===== src/rtl/if_stage_if.sv =====
// Fetch-stage bundle: hazard/branch controls, instruction-memory port and the IF/ID outputs.
// master = fetch stage, slave = its environment (hazard unit, memory, decoder).
interface if_stage_if #(
   parameter int unsigned WIDTH      = 32,
   parameter int unsigned ADDR_WIDTH = 10
);
   localparam int unsigned PC_W = ADDR_WIDTH + 2;

   logic                  stall;
   logic                  redirect;
   logic [PC_W-1:0]       redirect_pc;
   logic                  imem_en;
   logic [ADDR_WIDTH-1:0] imem_addr;
   logic [WIDTH-1:0]      imem_rdata;
   logic [WIDTH-1:0]      instruction;
   logic [PC_W-1:0]       pc;
   logic                  valid;
   logic                  predicted_taken;

   modport master (
      input  stall, redirect, redirect_pc, imem_rdata,
      output imem_en, imem_addr, instruction, pc, valid, predicted_taken
   );

   modport slave (
      output stall, redirect, redirect_pc, imem_rdata,
      input  imem_en, imem_addr, instruction, pc, valid, predicted_taken
   );
endinterface


===== src/rtl/if_stage.sv =====
// Instruction-fetch stage: PC, sync imem read port, IF/ID register and a one-entry skid buffer.
// Optional JMP predecode with self-redirect is enabled by defining IF_JMP_PREDECODE_EN.
module if_stage #(
   parameter int unsigned           WIDTH      = 32,
   parameter int unsigned           ADDR_WIDTH = 10,
   parameter logic [ADDR_WIDTH+1:0] RESET_PC   = '0
) (
   input  logic      clk,
   input  logic      reset,
   if_stage_if.master bus
);
   localparam int unsigned PC_W   = ADDR_WIDTH + 2;
   localparam logic [2:0]  OP_JMP = 3'b110;

   typedef enum logic [1:0] {BOOT, RUN, HOLD} state_e;

   typedef struct packed {
      logic [WIDTH-1:0] instr;
      logic [PC_W-1:0]  pc;
   } entry_t;

   state_e          state_q, state_d;
   logic [PC_W-1:0] fetch_pc_q, fetch_pc_d;
   logic            inflight_q, inflight_d;
   logic [PC_W-1:0] tag_q, tag_d;
   entry_t          skid_q, skid_d;
   logic            skid_full_q, skid_full_d;
   entry_t          ifid_q, ifid_d;
   logic            valid_q, valid_d;

   logic            self_redir_c;
   logic [PC_W-1:0] self_tgt_c;
   logic            redir_c;
   logic [PC_W-1:0] issue_pc_c;
   logic            issue_c;
   logic            resp_live_c;
   entry_t          resp_c;

   // External redirect beats the self-redirect; low two target bits are dropped
   always_comb begin
      redir_c    = bus.redirect | self_redir_c;
      issue_pc_c = fetch_pc_q;
      if (bus.redirect)
         issue_pc_c = {bus.redirect_pc[PC_W-1:2], 2'b00};
      else if (self_redir_c)
         issue_pc_c = self_tgt_c;
      issue_c = reset & (redir_c | ~bus.stall);
   end

   assign bus.imem_en   = issue_c;
   assign bus.imem_addr = issue_pc_c[PC_W-1:2];

   // A response seen in BOOT belongs to a fetch issued before reset
   assign resp_live_c = inflight_q & (state_q != BOOT);
   assign resp_c      = '{instr: bus.imem_rdata, pc: tag_q};

   always_comb begin
      state_d     = state_q;
      fetch_pc_d  = fetch_pc_q;
      inflight_d  = 1'b0;
      tag_d       = tag_q;
      skid_d      = skid_q;
      skid_full_d = skid_full_q;
      ifid_d      = ifid_q;
      valid_d     = valid_q;

      if (issue_c) begin
         fetch_pc_d = issue_pc_c + PC_W'(4);
         inflight_d = 1'b1;
         tag_d      = issue_pc_c;
      end

      if (redir_c) begin
         // Flush: drop skid and the old in-flight word; a stalled JMP keeps its slot
         state_d     = RUN;
         skid_full_d = 1'b0;
         if (bus.redirect || !bus.stall)
            valid_d = 1'b0;
      end else if (bus.stall) begin
         state_d = HOLD;
         if (resp_live_c) begin
            skid_d      = resp_c;
            skid_full_d = 1'b1;
         end
      end else begin
         state_d = RUN;
         if (skid_full_q) begin
            ifid_d      = skid_q;
            valid_d     = 1'b1;
            skid_d      = resp_c;
            skid_full_d = resp_live_c;
         end else if (resp_live_c) begin
            ifid_d  = resp_c;
            valid_d = 1'b1;
         end else begin
            valid_d = 1'b0;
         end
      end
   end

   always_ff @(posedge clk or negedge reset) begin
      if (!reset) begin
         state_q     <= BOOT;
         fetch_pc_q  <= RESET_PC;
         inflight_q  <= 1'b0;
         tag_q       <= '0;
         skid_q      <= '0;
         skid_full_q <= 1'b0;
         ifid_q      <= '0;
         valid_q     <= 1'b0;
      end else begin
         state_q     <= state_d;
         fetch_pc_q  <= fetch_pc_d;
         inflight_q  <= inflight_d;
         tag_q       <= tag_d;
         skid_q      <= skid_d;
         skid_full_q <= skid_full_d;
         ifid_q      <= ifid_d;
         valid_q     <= valid_d;
      end
   end

   assign bus.instruction = ifid_q.instr;
   assign bus.pc          = ifid_q.pc;
   assign bus.valid       = valid_q;

`ifdef IF_JMP_PREDECODE_EN
   logic            jmp_pend_q, jmp_pend_d;
   logic [PC_W-1:0] jmp_tgt_q, jmp_tgt_d;
   logic            pt_q, pt_d;
   logic            load_c;

   assign self_redir_c = jmp_pend_q;
   assign self_tgt_c   = jmp_tgt_q;
   assign load_c       = ~redir_c & ~bus.stall & (skid_full_q | resp_live_c);

   // Predecode whatever word lands in IF/ID this edge
   always_comb begin
      jmp_pend_d = 1'b0;
      jmp_tgt_d  = jmp_tgt_q;
      pt_d       = pt_q;
      if (load_c) begin
         pt_d       = (ifid_d.instr[WIDTH-1 -: 3] == OP_JMP);
         jmp_pend_d = pt_d;
         jmp_tgt_d  = {ifid_d.instr[PC_W-1:2], 2'b00};
      end else if (!valid_d) begin
         pt_d = 1'b0;
      end
   end

   always_ff @(posedge clk or negedge reset) begin
      if (!reset) begin
         jmp_pend_q <= 1'b0;
         jmp_tgt_q  <= '0;
         pt_q       <= 1'b0;
      end else begin
         jmp_pend_q <= jmp_pend_d;
         jmp_tgt_q  <= jmp_tgt_d;
         pt_q       <= pt_d;
      end
   end

   assign bus.predicted_taken = pt_q;
`else
   assign self_redir_c        = 1'b0;
   assign self_tgt_c          = '0;
   assign bus.predicted_taken = 1'b0;
`endif
endmodule

===== src/flat_wrapper.sv =====
// flat-port wrapper written by rule: the top's interface ports become plain ports
module if_stage_flat 
#(
   parameter int unsigned           WIDTH      = 32,
   parameter int unsigned           ADDR_WIDTH = 10,
   parameter logic [ADDR_WIDTH+1:0] RESET_PC   = '0
)
  (clk, reset, bus_stall, bus_redirect, bus_redirect_pc, bus_imem_rdata, bus_imem_en, bus_imem_addr, bus_instruction, bus_pc, bus_valid, bus_predicted_taken);
  if_stage_if #(.WIDTH(WIDTH), .ADDR_WIDTH(ADDR_WIDTH)) bus_i ();
  input  logic clk;
  input  logic reset;
  input wire logic [$bits(bus_i.stall)-1:0] bus_stall;
  input wire logic [$bits(bus_i.redirect)-1:0] bus_redirect;
  input wire logic [$bits(bus_i.redirect_pc)-1:0] bus_redirect_pc;
  input wire logic [$bits(bus_i.imem_rdata)-1:0] bus_imem_rdata;
  output wire logic [$bits(bus_i.imem_en)-1:0] bus_imem_en;
  output wire logic [$bits(bus_i.imem_addr)-1:0] bus_imem_addr;
  output wire logic [$bits(bus_i.instruction)-1:0] bus_instruction;
  output wire logic [$bits(bus_i.pc)-1:0] bus_pc;
  output wire logic [$bits(bus_i.valid)-1:0] bus_valid;
  output wire logic [$bits(bus_i.predicted_taken)-1:0] bus_predicted_taken;
  assign bus_i.stall = bus_stall;
  assign bus_i.redirect = bus_redirect;
  assign bus_i.redirect_pc = bus_redirect_pc;
  assign bus_i.imem_rdata = bus_imem_rdata;
  assign bus_imem_en = bus_i.imem_en;
  assign bus_imem_addr = bus_i.imem_addr;
  assign bus_instruction = bus_i.instruction;
  assign bus_pc = bus_i.pc;
  assign bus_valid = bus_i.valid;
  assign bus_predicted_taken = bus_i.predicted_taken;
  if_stage #(.WIDTH(WIDTH), .ADDR_WIDTH(ADDR_WIDTH), .RESET_PC(RESET_PC)) u_core (.clk(clk), .reset(reset), .bus(bus_i));
endmodule

===== config.mk =====
export PLATFORM = sky130hd
export DESIGN_NAME = if_stage_flat
export DESIGN_NICKNAME = d
export VERILOG_FILES = /design/src/rtl/if_stage_if.sv /design/src/rtl/if_stage.sv /design/src/flat_wrapper.sv
export SDC_FILE = /design/constraint.sdc
export NUM_CORES = 1
export LEC_CHECK = 0
export ABC_AREA = 1
export BUFFER_PORTS_ARGS = -buffer_cell sky130_fd_sc_hd__buf_2
export CORE_ASPECT_RATIO = 1.75
export CORE_UTILIZATION = 53
export CTS_BUF_LIST = sky130_fd_sc_hd__clkbuf_4
export DETAILED_ROUTE_END_ITERATION = 6
export HOLD_SLACK_MARGIN = 0.12
export PLACE_DENSITY = 0.85
export SLEW_MARGIN = 20
export SYNTH_ARGS = -nofsm -noshare
export SYNTH_HDL_FRONTEND = slang
export SYNTH_SLANG_ARGS = --single-unit

===== constraint.sdc =====
create_clock -name clk -period 2 [get_ports clk]
set_clock_uncertainty 0.15 [all_clocks]
set_input_delay 0.2 -clock clk [delete_from_list [all_inputs] [get_ports clk]]
set_output_delay 0.2 -clock clk [all_outputs]
set_load 0.01 [all_outputs]

==> flow_summary_export.csv, run 1 <==
group,metric,value,unit
final_layout,n_fill_cell,637,
power_and_ir_drop,leakagePower,2.813,nW
final_layout,diodes,0,
power_and_ir_drop,switching_share,31.40,%
drt,viasPerCell,5.228,
die,die-area,0.009405,sq mm
grt,grt_pass1_vias,3780,
clock_tree,cts.repair.resized,0,
yosys,avgSynthCellArea,9.663,sq um
status,status,"finished, final reports clean",
yosys,ys_warn_count,0,
final_layout,seq_area,0.002728,sq mm
job,drv_cap,0,
grt,grt-ovfl-total,0,
sta,fin_crit_sh,93.86,%
final_layout,postLayoutCoreUtil,67.68,%
power_and_ir_drop,power.switching,1.623,mW
drt,via_count,3937,
clock_tree,hold_buffers,47,
die,start_util,54.70,%
placed_design,post-place-ws,0.1965,ns
sta,tns,0,ns
sta,setup_viol,0,
die,ioPinCount,105,
sta,drv_slew,0,
yosys,synthCells,494,
sta,relSlewSlack,61.42,%
placed_design,routabilityCongestion,0.8402,
die,coreArea,0.008727,sq mm
drt,wl,10.35,mm
sta,fin_crit,1.877,ns
clock_tree,cts_tree,"done",
clock_tree,clk_latency,0.44,ns
clock_tree,htreeDepth,3,
placed_design,place_hpwl,6.502,mm
placed_design,dp.cells,690,
power_and_ir_drop,powerDensity,875.1,mW/mm^2
die,rows,45,
clock_tree,clock_path_buffers,2,
grt,grt_pass1_wl,17.06,mm
power_and_ir_drop,power.internal,3.546,mW
yosys,synth-seq-area-share,57.14,%
clock_tree,cts.sinks,109,
sta,tightestPinTransition,0.5787,ns
placed_design,port_buffers,99,
sta,hold_violations,0,
die,die_width,73.74,um
power_and_ir_drop,ir_drop,0.4547,mV
clock_tree,numCtsBuffers,9,
power_and_ir_drop,combPwrFrac,25.7,%
clock_tree,root_buffer,"clkbuf_4",
grt,antenna_found_initial,0,
sta,rsz0062_at_grt,"no",
critical_path,crit_required,1.65,ns
drt,detail_route.wl_per_cell,13.74,um
yosys,synthDistinctLibCells,31,
final_layout,multi_input_area,0.001764,sq mm
yosys,ys_ff_latch,109,
critical_path,critPathCaptureType,"output pin",
yosys,synth_area,0.004773,sq mm
clock_tree,postCtsSetupBuffers,0,
yosys,synth_top_area_share,57.14,%
critical_path,setup.worst_path.start_class,"primary input",
final_layout,syn2layout_area_growth,23.75,%
drt,drt_iter0_drc,310,
final_layout,final_cell_mix,"nand2_1 (145), dfrtp_1 (109), buf_2 (98), nor2_1 (49), dlygate4sd3_1 (47)",
final_layout,fin_cells,753,
clock_tree,path_clk_slew,0.14,ns
drt,dr.pass1.iters,6,
yosys,synth.top_cells.by_area,"dfrtp_1 (57%), nand2_1 (11%), mux2_2 (7.8%), a31oi_1 (5.5%), nor2_1 (3.9%)",
critical_path,path_max_fanout,11,
critical_path,worstPathArrival,1.53,ns
final_layout,drive_above_1_share,26.89,%
power_and_ir_drop,seqPwrFrac,56.4,%
worst_hold_path,min_path_type,"primary input to flop",
final_layout,fin_nets,680,
power_and_ir_drop,clockPowerShare,17.9,%
drt,ant_nets,0,
drt,drc_errors,0,
die,die_h,127.5,um
grt,track_usage,23.76,%
grt,grt_max_degree,110,
sta,setup_ws,0.1228,ns
final_layout,final_common_cell,"nand2_1",
sta,timing.fmax,0.5327,GHz
critical_path,worst-setup-path-type,"primary input to output pin",
yosys,yosysTopAreaCell,"dfrtp_1",
==> area by class of cell <==
cell class	count	area share, %
Sequential cell	109	46.18
Timing Repair Buffer	155	18.17
Clock buffer	10	1.271
Tap cell	117	2.478
Multi-Input combinational cell	332	29.87
Clock inverter	6	0.5084
Inverter	24	1.525
==> cell families after synthesis <==
family | after synthesis | synth area share, %
adder cells (fa/ha/maj) | 1 | 0.2621
flip-flops | 109 | 57.14
AO/OA/AOI/OAI | 73 | 9.410
buffers and inverters | 55 | 6.055
multiplexers | 33 | 7.785
AND/OR/NAND/NOR | 222 | 19.27
other | 1 | 0.07856
==> synthesized netlist by cell type, drive strengths merged <==
cell / count
or2: 1
nor2: 54
and2: 1
a21oi: 5
mux2: 33
nand4: 1
o221ai: 1
a31oi: 42
inv: 24
ha: 1
buf: 21
clkbuf: 10
a21boi: 1
nand3: 15
conb: 1
nand2: 150
dfrtp: 109
o211ai: 1
o21ai: 23
==> registers in the layout, indices dropped and copies added, names as in the netlist <==
name and cells:
u_core.inflight_q 1, u_core.skid_full_q 1, u_core.bus.valid 1, u_core.bus.instruction 32, u_core.skid_q 42, u_core.state_q 2
u_core.bus.pc 10, u_core.fetch_pc_q 10, u_core.tag_q 10
==> critical path: stages <==
cell	delay (ns)
buf_2	0.09
buf_4	0.18
dlygate4sd3_1	0.59
nor2_2	0.06
nor2_2	0.22
buf_2	0.19
==> final timing paths <==
path	to	from	cells past startpoint	slack (ns)
max	bus_imem_en	bus_redirect	6	0.12
min in group asynchronous	u_core.fetch_pc_q[3]	reset	3	0.20
min	u_core.tag_q[6]	bus_redirect	5	0.16
min reg2reg	u_core.bus.valid	u_core.bus.valid	2	0.35
max in group asynchronous	u_core.skid_q[43]	reset	3	1.05
max reg2reg	u_core.skid_q[28]	u_core.skid_full_q	5	0.33
==> layer usage <==
layer,vias up,global-route usage (%),part of all wire (%)
li1,1899,-,-
met1,1890,27.68,40
met2,124,40.74,54
met3,24,4.653,2.8
met4,0,11.88,2.9
met5,-,0,0
==> through the flow <==
| step | instance area [sq um] | total power, mW | hold WS, ns |
|---|---|---|---|
| final | 5907 | 5.169 | 0.1589 |
| after global routing | 5907 | 5.507 | 0.1998 |
| after CTS | 5907 | 5.204 | 0.1218 |
| after detailed placement | 5331 | 4.223 | 0.1838 |
| after global placement | 5331 | 4.142 | 0.1720 |
| after floorplan | 4781 | 3.706 | -0.2456 |
==> power groups by stage <==
stage	Clock (mW)	Combinational, mW	Sequential, mW
finish	0.925	1.33	2.92
global route	1.05	1.48	2.98
CTS	0.956	1.33	2.91
detailed placement	0	1.26	2.96
global placement	0	1.21	2.93
floorplan	0	0.679	3.03
No activity file was read; power rests on OpenSTA's default activity.
==> run 2: changes to the inputs <==
--- a/config.mk
+++ b/config.mk
@@ -7,12 +7,14 @@
 export LEC_CHECK = 0
 export ABC_AREA = 1
 export BUFFER_PORTS_ARGS = -buffer_cell sky130_fd_sc_hd__buf_2
+export CELL_PAD_IN_SITES_DETAIL_PLACEMENT = 0
+export CELL_PAD_IN_SITES_GLOBAL_PLACEMENT = 1
 export CORE_ASPECT_RATIO = 1.75
-export CORE_UTILIZATION = 53
+export CORE_UTILIZATION = 43
 export CTS_BUF_LIST = sky130_fd_sc_hd__clkbuf_4
 export DETAILED_ROUTE_END_ITERATION = 6
 export HOLD_SLACK_MARGIN = 0.12
-export PLACE_DENSITY = 0.85
+export PLACE_DENSITY = 0.9
 export SLEW_MARGIN = 20
 export SYNTH_ARGS = -nofsm -noshare
 export SYNTH_HDL_FRONTEND = slang
==> run 2 against run 1 <==
  * Sequential power is essentially flat
  * Wire length shrank 2.3%
  * Cell area increased by 0.13%
  * Worst hold slack improved by 0.0045 ns
  * Sequential cell count stayed put
  * Clock power shrank 3.5%
  * Register-to-register slack barely moved
  * Total power is 1.2% lower
  * Critical path depth unchanged
  * Sequential share of layout area decreased by 0.059 points
  * Clock-buffer cell count shrank 1
  * Critical endpoint unchanged
==> flow_summary_export.csv, run 2 (synthesized netlist as in run 1, its figures left out) <==
group,metric,value,unit
sta,drv_slew,0,
final_layout,postLayoutCoreUtil,54.97,%
drt,dr.pass1.iters,4,
final_layout,top_register,"u_core.skid_q",
final_layout,largest_reg_flops,42,
clock_tree,postCtsSetupBuffers,0,
sta,timing.fmax,0.5265,GHz
grt,track_usage,19.04,%
clock_tree,clk_latency,0.45,ns
sta,tns,0,ns
power_and_ir_drop,ir_drop,0.3975,mV
final_layout,n_fill_cell,989,
final_layout,fin_nets,681,
drt,wl,10.10,mm
grt,antenna_found_initial,1,
drt,detail_route.wl_per_cell,13.21,um
sta,fin_crit_sh,94.96,%
die,die_h,141.4,um
sta,tightestPinTransition,0.5782,ns
power_and_ir_drop,seqPwrFrac,56.8,%
critical_path,critPathCaptureType,"output pin",
worst_hold_path,min_from,"bus_redirect",
sta,hold_violations,0,
critical_path,worst-setup-path-type,"primary input to output pin",
sta,fin_crit,1.899,ns
final_layout,fin_cells,765,
die,die-area,0.01154,sq mm
clock_tree,cts.repair.resized,0,
placed_design,routabilityCongestion,0.7726,
power_and_ir_drop,combPwrFrac,25.7,%
grt,grt_pass1_vias,3603,
critical_path,crit_slowest_cell,"dlygate4sd3_1",
critical_path,rr_startpoint,"u_core.skid_full_q",
sta,rsz0062_at_grt,"no",
clock_tree,htreeDepth,3,
sta,relSlewSlack,61.46,%
clock_tree,numCtsBuffers,9,
placed_design,place_hpwl,6.305,mm
grt,grt-ovfl-total,0,
critical_path,path_max_fanout,11,
die,coreArea,0.01076,sq mm
clock_tree,clock_path_buffers,2,
final_layout,final_cell_mix,"nand2_1 (145), dfrtp_1 (109), buf_2 (98), nor2_1 (49), dlygate4sd3_1 (47)",
grt,grt_max_degree,110,
critical_path,slowest_delay,0.58,ns
grt,grt_pass1_wl,16.79,mm
power_and_ir_drop,switching_share,31.14,%
critical_path,worstPathArrival,1.55,ns
clock_tree,cts_tree,"done",
drt,ant_nets,0,
critical_path,crit_required,1.65,ns
clock_tree,cts.sinks,109,
power_and_ir_drop,clockPowerShare,17.5,%
die,rows,50,
placed_design,post-place-ws,0.2916,ns
clock_tree,root_buffer,"clkbuf_4",
drt,drt_iter0_drc,152,
job,drv_cap,0,
drt,drc_errors,0,
power_and_ir_drop,power.switching,1.590,mW
die,start_util,44.36,%
critical_path,setup.worst_path.start_class,"primary input",
die,die_width,81.65,um
placed_design,port_buffers,99,
clock_tree,path_clk_slew,0.15,ns
final_layout,multi_input_area,0.001764,sq mm
final_layout,seq_area,0.002728,sq mm
drt,via_count,3721,
final_layout,final_common_cell,"nand2_1",
placed_design,dp.cells,704,
critical_path,ff2ff_setup_slack,0.32,ns
worst_hold_path,min_path_type,"primary input to flop",
sta,setup_ws,0.1007,ns
final_layout,drive_above_1_share,26.97,%
die,ioPinCount,105,
power_and_ir_drop,leakagePower,2.811,nW
final_layout,syn2layout_area_growth,23.91,%
drt,viasPerCell,4.864,
power_and_ir_drop,power.internal,3.516,mW
critical_path,crit_chain,"buf_2 -> buf_4 -> dlygate4sd3_1 -> nor2_2 -> nor2_2 -> buf_2",
power_and_ir_drop,powerDensity,863.4,mW/mm^2
critical_path,worstSetupStartpoint,"bus_redirect",
sta,setup_viol,0,
status,status,"finished, final reports clean",
## run 2: cell types whose count changed in the layout (fill, tap and decap cells not counted)
cell      delta
clkinv_4     -1
clkbuf_4     -1
clkinv_2     +1
diode_2      +1
clkinv_1     -2
buf_4        +1
## run 2: stage by stage
step	area (sq um)	power (mW)	hold WS (ns)
after floorplan	4781	3.706	-0.2456
after global placement	5355	4.160	0.2125
after detailed placement	5355	4.215	0.2213
after CTS	5912	5.168	0.1312
after global routing	5914	5.469	0.1821
final	5914	5.107	0.1633
## run 2: layout make-up
class,count,share of cell area (%)
Sequential cell,109,46.12
Antenna cell,1,0.04231
Timing Repair Buffer,156,18.28
Inverter,24,1.523
Clock buffer,9,1.142
Tap cell,130,2.750
Multi-Input combinational cell,332,29.83
Clock inverter,4,0.3173
## run 2: critical path, delay by kind of cell
| family | cells | cell delay, ns |
|---|---|---|
| AND/OR/NAND/NOR | 2 | 0.30 |
| buffers and inverters | 4 | 1.03 |
## run 2: worst paths after layout
check,to,cells past startpoint
max,bus_imem_en,6
min,u_core.tag_q[6],5
max reg2reg,u_core.skid_q[12],5
min reg2reg,u_core.bus.valid,2
max in group asynchronous,u_core.bus.instruction[10],3
min in group asynchronous,u_core.fetch_pc_q[3],3
## run 2: layer usage
metal | wire (um) | vias to the layer above | GRT usage [%]
li1 | - | 1889 | -
met1 | 4261 | 1724 | 22.41
met2 | 5259 | 93 | 33.03
met3 | 356 | 15 | 3.537
met4 | 226 | 0 | 8.218
met5 | 0 | - | 0
## run 2: power groups by stage
stage	registers, mW	logic [mW]	clock network (mW)
global placement	2.93	1.23	0
global route	2.97	1.47	1.03
floorplan	3.03	0.679	0
detailed placement	2.95	1.26	0
finish	2.90	1.31	0.893
CTS	2.91	1.33	0.928
## run 2: what timing repair did
action | in CTS | in global routing
setup endpoints to repair | 0 | 0
hold buffers | 47 | 0
hold endpoints to repair | 198 | 0
==> run 3: changes to the inputs <==
--- a/config.mk
+++ b/config.mk
@@ -10,11 +10,11 @@
 export CELL_PAD_IN_SITES_DETAIL_PLACEMENT = 0
 export CELL_PAD_IN_SITES_GLOBAL_PLACEMENT = 1
 export CORE_ASPECT_RATIO = 1.75
-export CORE_UTILIZATION = 43
+export CORE_UTILIZATION = 40
 export CTS_BUF_LIST = sky130_fd_sc_hd__clkbuf_4
 export DETAILED_ROUTE_END_ITERATION = 6
 export HOLD_SLACK_MARGIN = 0.12
-export PLACE_DENSITY = 0.9
+export PLACE_DENSITY = 0.85
 export SLEW_MARGIN = 20
 export SYNTH_ARGS = -nofsm -noshare
 export SYNTH_HDL_FRONTEND = slang
==> constraint.sdc (replaced) <==
create_clock -name clk -period 1.9 [get_ports clk]
set_clock_uncertainty 0.15 [all_clocks]
set_input_delay 0.19 -clock clk [delete_from_list [all_inputs] [get_ports clk]]
set_output_delay 0.19 -clock clk [all_outputs]
set_load 0.01 [all_outputs]
==> run 3 against run 2 <==
  * The run now ends with DRC left
  * Clock power is 27% higher
  * Final cell count is 1.3% higher
  * Sequential power increased by 6%
  * Die area rose by 7.4%
  * Clock-buffer cell count grew 1
  * Utilization down 3.3 points
  * Worst hold slack got worse by 0.011 ns
  * Combinational power grew 6%
  * Critical path depth unchanged
  * Via count up 3.2%
  * Largest cell class unchanged
  * Largest power group unchanged
==> flow_summary_export.csv, run 3 (synthesized netlist as in run 1, its figures left out) <==
group,metric,value,unit
sta,hold_violations,0,
drt,wl,10.40,mm
drt,via_count,3840,
sta,setup_ws,0.09915,ns
grt,grt_util_met2,33.58,%
worst_hold_path,min_path_type,"primary input to flop",
die,rows,52,
final_layout,final_cell_mix,"nand2_1 (145), dfrtp_1 (109), buf_2 (98), nor2_1 (49), dlygate4sd3_1 (48)",
final_layout,drive_above_1_share,27.07,%
critical_path,critPathCaptureType,"output pin",
job,drv_cap,0,
die,start_util,41.22,%
sta,rsz0062_at_grt,"no",
drt,viasPerCell,4.955,
drt,detail_route.wl_per_cell,13.42,um
critical_path,r2r_cells,5,
critical_path,worstSetupStartpoint,"bus_redirect_pc[11]",
power_and_ir_drop,powerDensity,933.5,mW/mm^2
clock_tree,numCtsBuffers,9,
sta,timing.fmax,0.5553,GHz
critical_path,rr_startpoint,"u_core.skid_full_q",
clock_tree,htreeDepth,3,
drt,drt_iter0_drc,176,
die,ioPinCount,105,
drt,drc_errors,4,
final_layout,final_common_cell,"nand2_1",
clock_tree,clock_path_buffers,2,
clock_tree,cts.sinks,109,
final_layout,largest_reg_flops,42,
placed_design,routabilityCongestion,0.7797,
clock_tree,cts_tree,"done",
grt,met3_usage,3.053,%
critical_path,worst-setup-path-type,"primary input to output pin",
critical_path,setup.worst_path.start_class,"primary input",
sta,setup_viol,0,
clock_tree,path_clk_slew,0.15,ns
critical_path,worstReg2RegEnd,"u_core.skid_q[20]",
sta,drv_slew,0,
critical_path,crit_path_end,"bus_imem_addr[9]",
grt,antenna_found_initial,1,
grt,grt_max_degree,110,
grt,grt-ovfl-total,0,
final_layout,syn2layout_area_growth,25.40,%
die,coreArea,0.01158,sq mm
placed_design,dp.cells,710,
status,failed_checks,"DRC",
die,die_width,84.58,um
status,status,"finished with violations",
drt,dr.pass1.iters,7,
sta,fin_crit_sh,94.78,%
critical_path,crit_required,1.56,ns
sta,relSlewSlack,58.83,%
grt,track_usage,17.89,%
grt,grt_pass1_wl,17.51,mm
final_layout,fin_cells,775,
critical_path,ff2ff_setup_slack,0.20,ns
grt,grt_pass1_vias,3807,
placed_design,port_buffers,99,
drt,ant_nets,0,
critical_path,path_max_fanout,3,
sta,holdWs,0.1524,ns
final_layout,top_register,"u_core.skid_q",
die,die_h,146.5,um
final_layout,fin_nets,683,
power_and_ir_drop,ir_drop,0.3972,mV
sta,fin_crit,1.801,ns
placed_design,post-place-ws,0.1498,ns
critical_path,worstPathArrival,1.46,ns
sta,tightestPinTransition,0.6176,ns
grt,grt-busiest-layer,"met2",
clock_tree,root_buffer,"clkbuf_4",
grt,use_met1,19.66,%
die,die-area,0.01239,sq mm
power_and_ir_drop,leakagePower,2.837,nW
clock_tree,clk_latency,0.45,ns
sta,tns,0,ns
clock_tree,postCtsSetupBuffers,0,
placed_design,place_hpwl,6.799,mm
## run 3: cell types whose count changed in the layout (fill, tap and decap cells not counted)
cell	before	now
clkinv_1	1	3
clkinv_2	3	1
buf_4	8	9
bufinv_16	0	1
clkbuf_4	9	10
clkinvlp_4	0	1
dlygate4sd3_1	47	48
nor2_2	2	1
nor2_4	3	4
## run 3: layout make-up
cell class | instances | area (sq um)
fill | 1088 | 5595
multi-input combinational | 332 | 1769
sequential | 109 | 2728
clock buffer | 10 | 75.07
clock inverter | 6 | 53.80
antenna | 1 | 2.502
inverter | 24 | 90.09
tap | 135 | 168.9
timing repair buffer | 158 | 1099
## run 3: what timing repair did
action,4_1_cts,5_1_grt
hold buffers,48,0
setup endpoints to repair,0,1
endpoints found under the hold margin,198,0
resized for setup,0,1
## run 3: critical path, cell delays in order
cell and delay [ns]:
dlygate4sd3_1 0.53, buf_2 0.11, or2_1 0.21, o21ai_0 0.16, inv_1 0.11, buf_2 0.16
## run 3: worst min-delay path by stage
stage / end / slack, ns / start / cells after the start
2_1_floorplan: u_core.bus.instruction[0] / -0.26 / reset / 0
3_3_place_gp: u_core.fetch_pc_q[3] / 0.17 / reset / 2
3_5_place_dp: u_core.fetch_pc_q[3] / 0.18 / reset / 2
4_1_cts: u_core.fetch_pc_q[2] / 0.12 / bus_redirect / 5
5_1_grt: u_core.fetch_pc_q[2] / 0.17 / bus_redirect / 5
6_report: u_core.fetch_pc_q[2] / 0.15 / bus_redirect / 5
## run 3: metrics by stage
step | util [%] | total power, mW | area [sq um]
6_report | 51.69 | 5.588 | 5986
5_1_grt | 51.69 | 5.958 | 5986
4_1_cts | 51.62 | 5.659 | 5978
3_5_place_dp | 46.36 | 4.457 | 5369
3_3_place_gp | 46.36 | 4.386 | 5369
2_1_floorplan | - | 3.901 | 4781
## run 3: power breakdown
part           switching (mW)  internal [mW]  leakage (nW)
Clock                   0.728          0.403        0.0689
Combinational           0.740          0.654          1.49
Sequential              0.252           2.81          1.28
Total                    1.72           3.87          2.84
## run 3: metal layers
metal	vias up	part of all wire (%)	wire (um)
met3	14	3.2	335
met5	-	0	0
met2	81	54	5618
li1	1894	-	-
met4	0	1.9	199
met1	1851	41	4250
